`config.mk`:
```
export PLATFORM = sky130hd
export DESIGN_NAME = fetch_stage_flat
export DESIGN_NICKNAME = d
export VERILOG_FILES = /design/src/rtl/fetch_stage_if.sv /design/src/rtl/fetch_stage.sv /design/src/flat_wrapper.sv
export SDC_FILE = /design/constraint.sdc
export NUM_CORES = 1
export LEC_CHECK = 0
export ABC_CLOCK_PERIOD_IN_PS = 7300
export BUFFER_PORTS_ARGS = -buffer_cell sky130_fd_sc_hd__buf_2
export CORE_ASPECT_RATIO = 2
export CORE_UTILIZATION = 59
export CTS_BUF_LIST = sky130_fd_sc_hd__clkbuf_8 sky130_fd_sc_hd__clkbuf_16
export DETAILED_ROUTE_END_ITERATION = 10
export PLACE_DENSITY_LB_ADDON = 0.08
export SKIP_LAST_GASP = 1
export SLEW_MARGIN = 5
export SYNTH_ARGS = -nofsm -noshare
export SYNTH_HDL_FRONTEND = slang
export SYNTH_SLANG_ARGS = --single-unit
```
`constraint.sdc`:
```
create_clock -name clk -period 7.3 [get_ports clk]
set_input_delay 1.46 -clock clk [delete_from_list [all_inputs] [get_ports clk]]
set_output_delay 1.46 -clock clk [all_outputs]
set_load 0.01 [all_outputs]
```
`src/rtl/fetch_stage_if.sv`:
```
// Fetch-stage bundle: instruction-memory request/response, hazard/branch
// controls in, and the IF/ID register out.
interface fetch_stage_if;
  logic        imem_req_valid;
  logic        imem_req_ready;
  logic [31:0] imem_req_addr;
  logic        imem_resp_valid;
  logic [31:0] imem_resp_data;
  logic        stall;
  logic        redirect_valid;
  logic [31:0] redirect_pc;
  logic        id_valid;
  logic [31:0] id_pc;
  logic [31:0] id_pc_plus4;
  logic [31:0] id_instr;

  modport master (
    output imem_req_valid,
    output imem_req_addr,
    input  imem_req_ready,
    input  imem_resp_valid,
    input  imem_resp_data,
    input  stall,
    input  redirect_valid,
    input  redirect_pc,
    output id_valid,
    output id_pc,
    output id_pc_plus4,
    output id_instr
  );

  modport slave (
    input  imem_req_valid,
    input  imem_req_addr,
    output imem_req_ready,
    output imem_resp_valid,
    output imem_resp_data,
    output stall,
    output redirect_valid,
    output redirect_pc,
    input  id_valid,
    input  id_pc,
    input  id_pc_plus4,
    input  id_instr
  );
endinterface

```
`src/rtl/fetch_stage.sv`:
```
// RV32I instruction fetch: PC register, single-outstanding imem fetch and the
// IF/ID pipeline register, with stall hold and branch redirect.
module fetch_stage #(
  parameter logic [31:0] RESET_PC  = 32'h0000_0000,
  parameter logic [31:0] NOP_INSTR = 32'h0000_0013
) (
  input logic           clk,
  input logic           rst,
  fetch_stage_if.master bus
);

  typedef enum logic [1:0] {StReq, StWait, StHold} state_e;

  localparam logic [31:0] ResetPcAligned = {RESET_PC[31:2], 2'b00};

  state_e      r_state, w_state_d;
  logic [31:0] r_pc, w_pc_d;
  logic [31:0] r_req_pc, w_req_pc_d;
  logic        r_kill, w_kill_d;
  logic [31:0] r_buf_pc, w_buf_pc_d;
  logic [31:0] r_buf_instr, w_buf_instr_d;
  logic        r_id_valid, w_id_valid_d;
  logic [31:0] r_id_pc, w_id_pc_d;
  logic [31:0] r_id_pc_plus4, w_id_pc_plus4_d;
  logic [31:0] r_id_instr, w_id_instr_d;

  logic        w_req_valid;
  logic        w_accept;
  logic        w_load;
  logic [31:0] w_load_pc;
  logic [31:0] w_load_instr;

  assign w_req_valid = (r_state == StReq) && !rst;
  assign w_accept    = w_req_valid && bus.imem_req_ready;

  assign bus.imem_req_valid = w_req_valid;
  assign bus.imem_req_addr  = {r_pc[31:2], 2'b00};
  assign bus.id_valid       = r_id_valid;
  assign bus.id_pc          = r_id_pc;
  assign bus.id_pc_plus4    = r_id_pc_plus4;
  assign bus.id_instr       = r_id_instr;

  always_comb begin
    w_state_d     = r_state;
    w_pc_d        = r_pc;
    w_req_pc_d    = r_req_pc;
    w_kill_d      = r_kill;
    w_buf_pc_d    = r_buf_pc;
    w_buf_instr_d = r_buf_instr;
    w_load        = 1'b0;
    w_load_pc     = r_req_pc;
    w_load_instr  = bus.imem_resp_data;

    if (bus.redirect_valid) begin
      // Redirect beats stall and any response; in-flight fetches become stale.
      w_pc_d = {bus.redirect_pc[31:2], 2'b00};
      case (r_state)
        StReq: begin
          if (w_accept) begin
            w_req_pc_d = r_pc;
            w_kill_d   = 1'b1;
            w_state_d  = StWait;
          end
        end
        StWait: begin
          if (bus.imem_resp_valid) begin
            w_kill_d  = 1'b0;
            w_state_d = StReq;
          end else begin
            w_kill_d = 1'b1;
          end
        end
        default: w_state_d = StReq;
      endcase
    end else begin
      case (r_state)
        StReq: begin
          if (w_accept) begin
            w_req_pc_d = r_pc;
            w_pc_d     = r_pc + 32'd4;
            w_state_d  = StWait;
          end
        end
        StWait: begin
          if (bus.imem_resp_valid) begin
            if (r_kill) begin
              w_kill_d  = 1'b0;
              w_state_d = StReq;
            end else if (!bus.stall || !r_id_valid) begin
              w_load    = 1'b1;
              w_state_d = StReq;
            end else begin
              w_buf_pc_d    = r_req_pc;
              w_buf_instr_d = bus.imem_resp_data;
              w_state_d     = StHold;
            end
          end
        end
        StHold: begin
          if (!bus.stall) begin
            w_load       = 1'b1;
            w_load_pc    = r_buf_pc;
            w_load_instr = r_buf_instr;
            w_state_d    = StReq;
          end
        end
        default: w_state_d = StReq;
      endcase
    end
  end

  always_comb begin
    w_id_valid_d    = r_id_valid;
    w_id_pc_d       = r_id_pc;
    w_id_pc_plus4_d = r_id_pc_plus4;
    w_id_instr_d    = r_id_instr;
    if (bus.redirect_valid) begin
      w_id_valid_d = 1'b0;
      w_id_instr_d = NOP_INSTR;
    end else if (w_load) begin
      w_id_valid_d    = 1'b1;
      w_id_pc_d       = w_load_pc;
      w_id_pc_plus4_d = w_load_pc + 32'd4;
      w_id_instr_d    = w_load_instr;
    end else if (!bus.stall) begin
      w_id_valid_d = 1'b0;
      w_id_instr_d = NOP_INSTR;
    end
  end

  always_ff @(posedge clk) begin
    if (rst) begin
      r_state       <= StReq;
      r_pc          <= ResetPcAligned;
      r_req_pc      <= ResetPcAligned;
      r_kill        <= 1'b0;
      r_buf_pc      <= 32'd0;
      r_buf_instr   <= NOP_INSTR;
      r_id_valid    <= 1'b0;
      r_id_pc       <= 32'd0;
      r_id_pc_plus4 <= 32'd0;
      r_id_instr    <= NOP_INSTR;
    end else begin
      r_state       <= w_state_d;
      r_pc          <= w_pc_d;
      r_req_pc      <= w_req_pc_d;
      r_kill        <= w_kill_d;
      r_buf_pc      <= w_buf_pc_d;
      r_buf_instr   <= w_buf_instr_d;
      r_id_valid    <= w_id_valid_d;
      r_id_pc       <= w_id_pc_d;
      r_id_pc_plus4 <= w_id_pc_plus4_d;
      r_id_instr    <= w_id_instr_d;
    end
  end

endmodule

```
`src/flat_wrapper.sv`:
```
// flat-port wrapper written by rule: the top's interface ports become plain ports
module fetch_stage_flat 
#(
  parameter logic [31:0] RESET_PC  = 32'h0000_0000,
  parameter logic [31:0] NOP_INSTR = 32'h0000_0013
)
  (clk, rst, bus_imem_req_valid, bus_imem_req_addr, bus_imem_req_ready, bus_imem_resp_valid, bus_imem_resp_data, bus_stall, bus_redirect_valid, bus_redirect_pc, bus_id_valid, bus_id_pc, bus_id_pc_plus4, bus_id_instr);
  fetch_stage_if bus_i ();
  input logic clk;
  input logic rst;
  output wire logic [$bits(bus_i.imem_req_valid)-1:0] bus_imem_req_valid;
  output wire logic [$bits(bus_i.imem_req_addr)-1:0] bus_imem_req_addr;
  input wire logic [$bits(bus_i.imem_req_ready)-1:0] bus_imem_req_ready;
  input wire logic [$bits(bus_i.imem_resp_valid)-1:0] bus_imem_resp_valid;
  input wire logic [$bits(bus_i.imem_resp_data)-1:0] bus_imem_resp_data;
  input wire logic [$bits(bus_i.stall)-1:0] bus_stall;
  input wire logic [$bits(bus_i.redirect_valid)-1:0] bus_redirect_valid;
  input wire logic [$bits(bus_i.redirect_pc)-1:0] bus_redirect_pc;
  output wire logic [$bits(bus_i.id_valid)-1:0] bus_id_valid;
  output wire logic [$bits(bus_i.id_pc)-1:0] bus_id_pc;
  output wire logic [$bits(bus_i.id_pc_plus4)-1:0] bus_id_pc_plus4;
  output wire logic [$bits(bus_i.id_instr)-1:0] bus_id_instr;
  assign bus_imem_req_valid = bus_i.imem_req_valid;
  assign bus_imem_req_addr = bus_i.imem_req_addr;
  assign bus_i.imem_req_ready = bus_imem_req_ready;
  assign bus_i.imem_resp_valid = bus_imem_resp_valid;
  assign bus_i.imem_resp_data = bus_imem_resp_data;
  assign bus_i.stall = bus_stall;
  assign bus_i.redirect_valid = bus_redirect_valid;
  assign bus_i.redirect_pc = bus_redirect_pc;
  assign bus_id_valid = bus_i.id_valid;
  assign bus_id_pc = bus_i.id_pc;
  assign bus_id_pc_plus4 = bus_i.id_pc_plus4;
  assign bus_id_instr = bus_i.id_instr;
  fetch_stage #(.RESET_PC(RESET_PC), .NOP_INSTR(NOP_INSTR)) u_core (.clk(clk), .rst(rst), .bus(bus_i));
endmodule
```
# Word level (Yosys, flattened, before mapping)
# Index checks and enable logic that the tools add are counted.
# Widths: inputs -> output; s select.
# op_classes
n_bitwise,3
reduce_logical,19
n_mux,33
addsub,2
n_eq_ne,6
# op_table
op,n
$mux 32,10
$add 32x3->32 const B,2
$mux 2,7
$mux 1,12
$reduce_bool 2->1,5
$reduce_and 2->1,4
$pmux 2 s3,1
$reduce_and 5->1,1
$pmux 1 s2,2
$pmux 2 s2,1
$reduce_and 4->1,1
$logic_not 1->1,3
$ne 3x2->1 const B,1
$ne 3x3->1 const B,1
$not 1->1,3
$eq 2x1->1 const B,1
$eq 2x2->1 const B,1
$logic_and 1x1->1,2
$logic_not 2->1,1
$ne 2x1->1 const B,1
$ne 2x2->1 const B,1
$reduce_or 2->1,1
$logic_or 1x1->1,1
# totals
elab_cells,74
output_inout_bits,130
inputBits,70
reg_bits,228

# Depth between registers and ports, before layout
# depth
depth_word,8
ltp_mapped,15

# Least setup slack after synthesis
# OpenSTA, ideal clock, no wires.
# synth_path
kind,in2reg
start,input port bus_stall
end,register u_core.r_id_pc_plus4[24] (netlist: u_core.bus.id_pc_plus4[24])
arrival_ps,3735
slack_ps,3448
setup_time_ps,116
stages,12
cell_sequence,buf_6 > or3b_1 > buf_6 > buf_2 > buf_1 > mux2i_1 > inv_1 > ha_1 > o221ai_2 > nor2_1 > o32ai_1 > a31o_2
# synth_via
elab_cells_between_ends,13
classes_between,add/sub: 1; mux: 9; reduce/logical: 3
# synth_rtl
item,line_no,text
"start, declared",flat_wrapper.sv:16,input wire logic [$bits(bus_i.stall)-1:0] bus_stall;
$mux 32,fetch_stage.sv:100,if (!bus.stall) begin
$mux 32,fetch_stage.sv:76,case (r_state)
$mux 32,fetch_stage.sv:54,if (bus.redirect_valid) begin
named net u_core.w_load_pc[2],fetch_stage.sv:30,logic [31:0] w_load_pc;
$add 32x3->32,fetch_stage.sv:123,w_id_pc_plus4_d = w_load_pc + 32'd4;
"end signal, assigned",fetch_stage.sv:152,r_id_pc_plus4 <= w_id_pc_plus4_d;
"end, declared",fetch_stage.sv:24,"logic [31:0] r_id_pc_plus4, w_id_pc_plus4_d;"
# The timed path passes the listed nets, and every way through them passes these cells.
# A chain may end at the register's enable or synchronous reset.

# Final worst setup path
# layout_path
start,input port bus_redirect_valid
end,register u_core.r_id_pc_plus4[24] (netlist: u_core.bus.id_pc_plus4[24])
# layout_via
elab_chain_len,2
elab_cells_between_ends,5
classes_between,add/sub: 1; mux: 2; bitwise: 1; reduce/logical: 1
# layout_rtl
item,line_no,text
"start, declared",flat_wrapper.sv:17,input wire logic [$bits(bus_i.redirect_valid)-1:0] bus_redirect_valid;
$mux 32,fetch_stage.sv:54,
named net u_core.w_load_pc[2],fetch_stage.sv:30,
$add 32x3->32,fetch_stage.sv:123,
# The timed path passes the listed nets, and every way through them passes these cells.

==> flow_summary.json <==
{
  "antenna_found_initial": 0,
  "die_area_um2": 17100,
  "timing.fmax_ghz": 0.251,
  "crit_path_max_incr_delay_ns": 0.84,
  "cp_num_buf_inv": 2,
  "critical_path.slowest_cell": "or3b_2",
  "finish.instance_area_um2": 11300,
  "worstSetupEndpointType": "flop",
  "ys_ff_latch": 218,
  "post_drt_wl_per_cell_um": 15.1,
  "routabilityCongestion": 0.920,
  "p_sw_uw": 547,
  "cp_max_fo": 32,
  "initial_core_util_pct": 60.3,
  "hold_class": "reg -> reg",
  "crit_arrival_ns": 4.36,
  "io_buffers": 191,
  "hold_violations": 0,
  "diodes": 0,
  "ir_worst_vdd_uv": 170,
  "period_minus_slack_ns": 3.99,
  "core_um2": 16200,
  "clock_sinks": 218,
  "crit_type": "in -> reg",
  "track_usage_pct": 28.1,
  "placed_cells": 1588,
  "viasPerCell": 5.57,
  "cp.required_ns": 7.66,
  "synth_top_family_by_area": "simple AND/OR/NAND/NOR gates",
  "clk_latency_ns": 0.49,
  "grt_max_degree": 72,
  "slew_viol_final": 0,
  "io_pins": 200,
  "grt_pass1_wl_mm": 39.3,
  "switching_share_pct": 23.2,
  "synth-edff-count": 0,
  "drive_above_1_share_pct": 17.5,
  "drtIter0Drc": 467,
  "synth_seq_area_share_pct": 44.7,
  "grt-ovfl-total": 0,
  "hpwl_mm": 16.9,
  "p_comb_share_pct": 6.2,
  "report.final.setup_viol": 0,
  "cts_setup_buffers": 0,
  "cap_violations": 0,
  "synthSimpleGateAreaFrac_pct": 26.3,
  "synth_warnings": 0,
  "cts_resized": 0,
  "holdWs_ns": 0.446,
  "syn_avg_cell_area_um2": 7.69,
  "holdBufCountCts": 0,
  "h-tree-depth": 1,
  "cellInternalPower_mw": 1.81,
  "rsz0062_at_grt": "no",
  "final.setup.worst_slack_ns": 3.31,
  "cts_inserted_buffers": 19,
  "postRouteAntennaNets": 0,
  "num_vias": 9020,
  "critPathLaunchType": "primary input",
  "p_seq_share_pct": 52.5,
  "firstDrtPassIters": 5,
  "yosysUniqueCellTypes": 61,
  "cts.clk_slew.worst_paths_ns": 0.06,
  "instances_no_fill": 1618,
  "p_clk_share_pct": 41.3,
  "dpl_cell_area_um2": 10700,
  "preCtsSetupSlack_ns": 2.87,
  "synth_compound_area_share_pct": 17.1,
  "leakage_nw": 4.54,
  "crit_chain": "buf_2 -> or3b_2 -> mux2i_1 -> inv_1 -> ha_1 -> o221ai_2 -> nor2_1 -> o32ai_1 -> a31o_2",
  "synth_area_um2": 9760,
  "fin_util_pct": 69.8,
  "root_buffer": "clkbuf_16",
  "grt_pass1_vias": 8396,
  "power.total_mw": 2.36,
  "outcome": "finished clean",
  "die_h_um": 184,
  "final_nets": 1480,
  "worstMarginPinSlew_ns": 1.16,
  "syn_inst": 1268,
  "die_w_um": 92.9,
  "row_count": 66,
  "synth_mux_area_share_pct": 3.09,
  "ys_async_sr_fraction_pct": 0,
  "yosys.area_share.adder_pct": 0.641,
  "wl_mm": 24.5,
  "cts_tree": "built",
  "drc": 0,
  "synthFlopType": "dfxtp_1",
  "crit_family": "simple AND/OR/NAND/NOR gates",
  "setup_tns_ns": 0,
  "skew_ns": 0.0193,
  "slew_headroom_pct": 23.0,
  "period_share_pct": 54.7,
  "p_per_area_nw_per_um2": 209,
  "synth-xor-area-share_pct": 3.77,
  "syn_to_final_growth_pct": 15.8,
  "clk_path_buf_depth": 3
}
-- power by group through the flow --
stage          clock [mW]  combinational, mW  sequential [mW]
3_5_place_dp            0              0.146             1.26
2_1_floorplan           0             0.0889             1.26
3_3_place_gp            0              0.143             1.26
4_1_cts             0.994              0.147             1.24
6_report            0.975              0.146             1.24
5_1_grt              1.04              0.162             1.24
-- tightest hold or removal path, delay by kind of cell (launching register included) --
kind | cells | cell delay, ns
AOI/OAI and AO/OA | 1 | 0.05
DFF | 1 | 0.32
and+or+nand+nor | 1 | 0.04
-- logic make-up (layout without fill, tap and decap cells) --
family                   Yosys count  in the layout
multiplexers                      30             30
buffers and inverters            102            243
adder cells (fa/ha/maj)            5              5
other                              1              6
XOR/XNOR                          42             42
flip-flops                       218            218
AND/OR/NAND/NOR                  578            578
AO/OA/AOI/OAI                    292            292
-- cells in the mapped netlist (all sizes together), types with 11 or more instances --
cell type | count | area, µm²
or3 | 12 | 75.1
nand4 | 12 | 75.1
a21oi | 162 | 811
clkbuf | 79 | 297
nor3 | 20 | 105
o21ai | 59 | 295
buf | 13 | 88.8
nor2 | 110 | 413
xnor2 | 19 | 166
dfxtp | 218 | 4360
nand3 | 32 | 160
xor2 | 23 | 201
nand2 | 314 | 1180
and3 | 11 | 68.8
mux2i | 29 | 290
nand2b | 30 | 188
a211oi | 31 | 233
-- layout make-up --
class	count	area [µm²]
Tap cell	204	255
Sequential cell	218	4360
Inverter	10	37.5
Fill cell	1432	4890
Timing Repair Buffer	203	1050
Clock buffer	26	572
Clock inverter	4	25.0
Multi-Input combinational cell	953	5000
-- layout by cell type (no fill, tap or decap), drive strengths merged, types with 5 or more instances in the layout --
cell / synthesis / final
a21oi: 162 / 162
clkbuf: 79 / 26
a211oi: 31 / 31
inv: 9 / 9
or3: 12 / 12
ha: 5 / 5
a31oi: 7 / 7
dfxtp: 218 / 218
nor3: 20 / 20
nand3: 32 / 32
nand2: 314 / 314
xnor2: 19 / 19
and3: 11 / 11
nor2: 110 / 110
conb: 1 / 6
o221ai: 5 / 5
nand4: 12 / 12
mux2i: 29 / 29
o21ai: 59 / 59
xor2: 23 / 23
a311oi: 9 / 9
buf: 13 / 203
nand2b: 30 / 30
nand3b: 10 / 10
-- layer usage --
metal  routed length (µm)  vias up  global-route usage [%]  share of wire [%]
li1                     -     4581                       -                  -
met1                 9810     4087                    31.6                 40
met2                12500      287                    51.9                 51
met3                 1190       65                    3.06                4.9
met4                 1010        0                    12.7                4.1
met5                    0        -                       0                  0
-- flip-flops by register name, summed over array words and instances (netlist names) --
| signal | flops |
|---|---|
| u_core.r_kill | 1 |
| u_core.bus.id_instr | 32 |
| u_core.bus.id_pc_plus4 | 30 |
| u_core.bus.id_pc | 30 |
| u_core.r_pc | 30 |
| u_core.r_buf_pc | 30 |
| u_core.r_req_pc | 30 |
| u_core.bus.id_valid | 1 |
| u_core.r_state | 2 |
| u_core.r_buf_instr | 32 |
-- final timing paths --
kind | startpoint | to | slack, ns | cells past startpoint
setup reg to reg | u_core.r_state[0] | u_core.bus.id_instr[3] | 4.02 | 9
setup / recovery | bus_redirect_valid | u_core.bus.id_pc_plus4[24] | 3.31 | 9
hold / removal | u_core.bus.id_pc_plus4[16] | u_core.bus.id_pc_plus4[16] | 0.45 | 2
hold reg to reg | u_core.bus.id_pc_plus4[16] | u_core.bus.id_pc_plus4[16] | 0.45 | 2
Power figures use the tool's default switching activity.
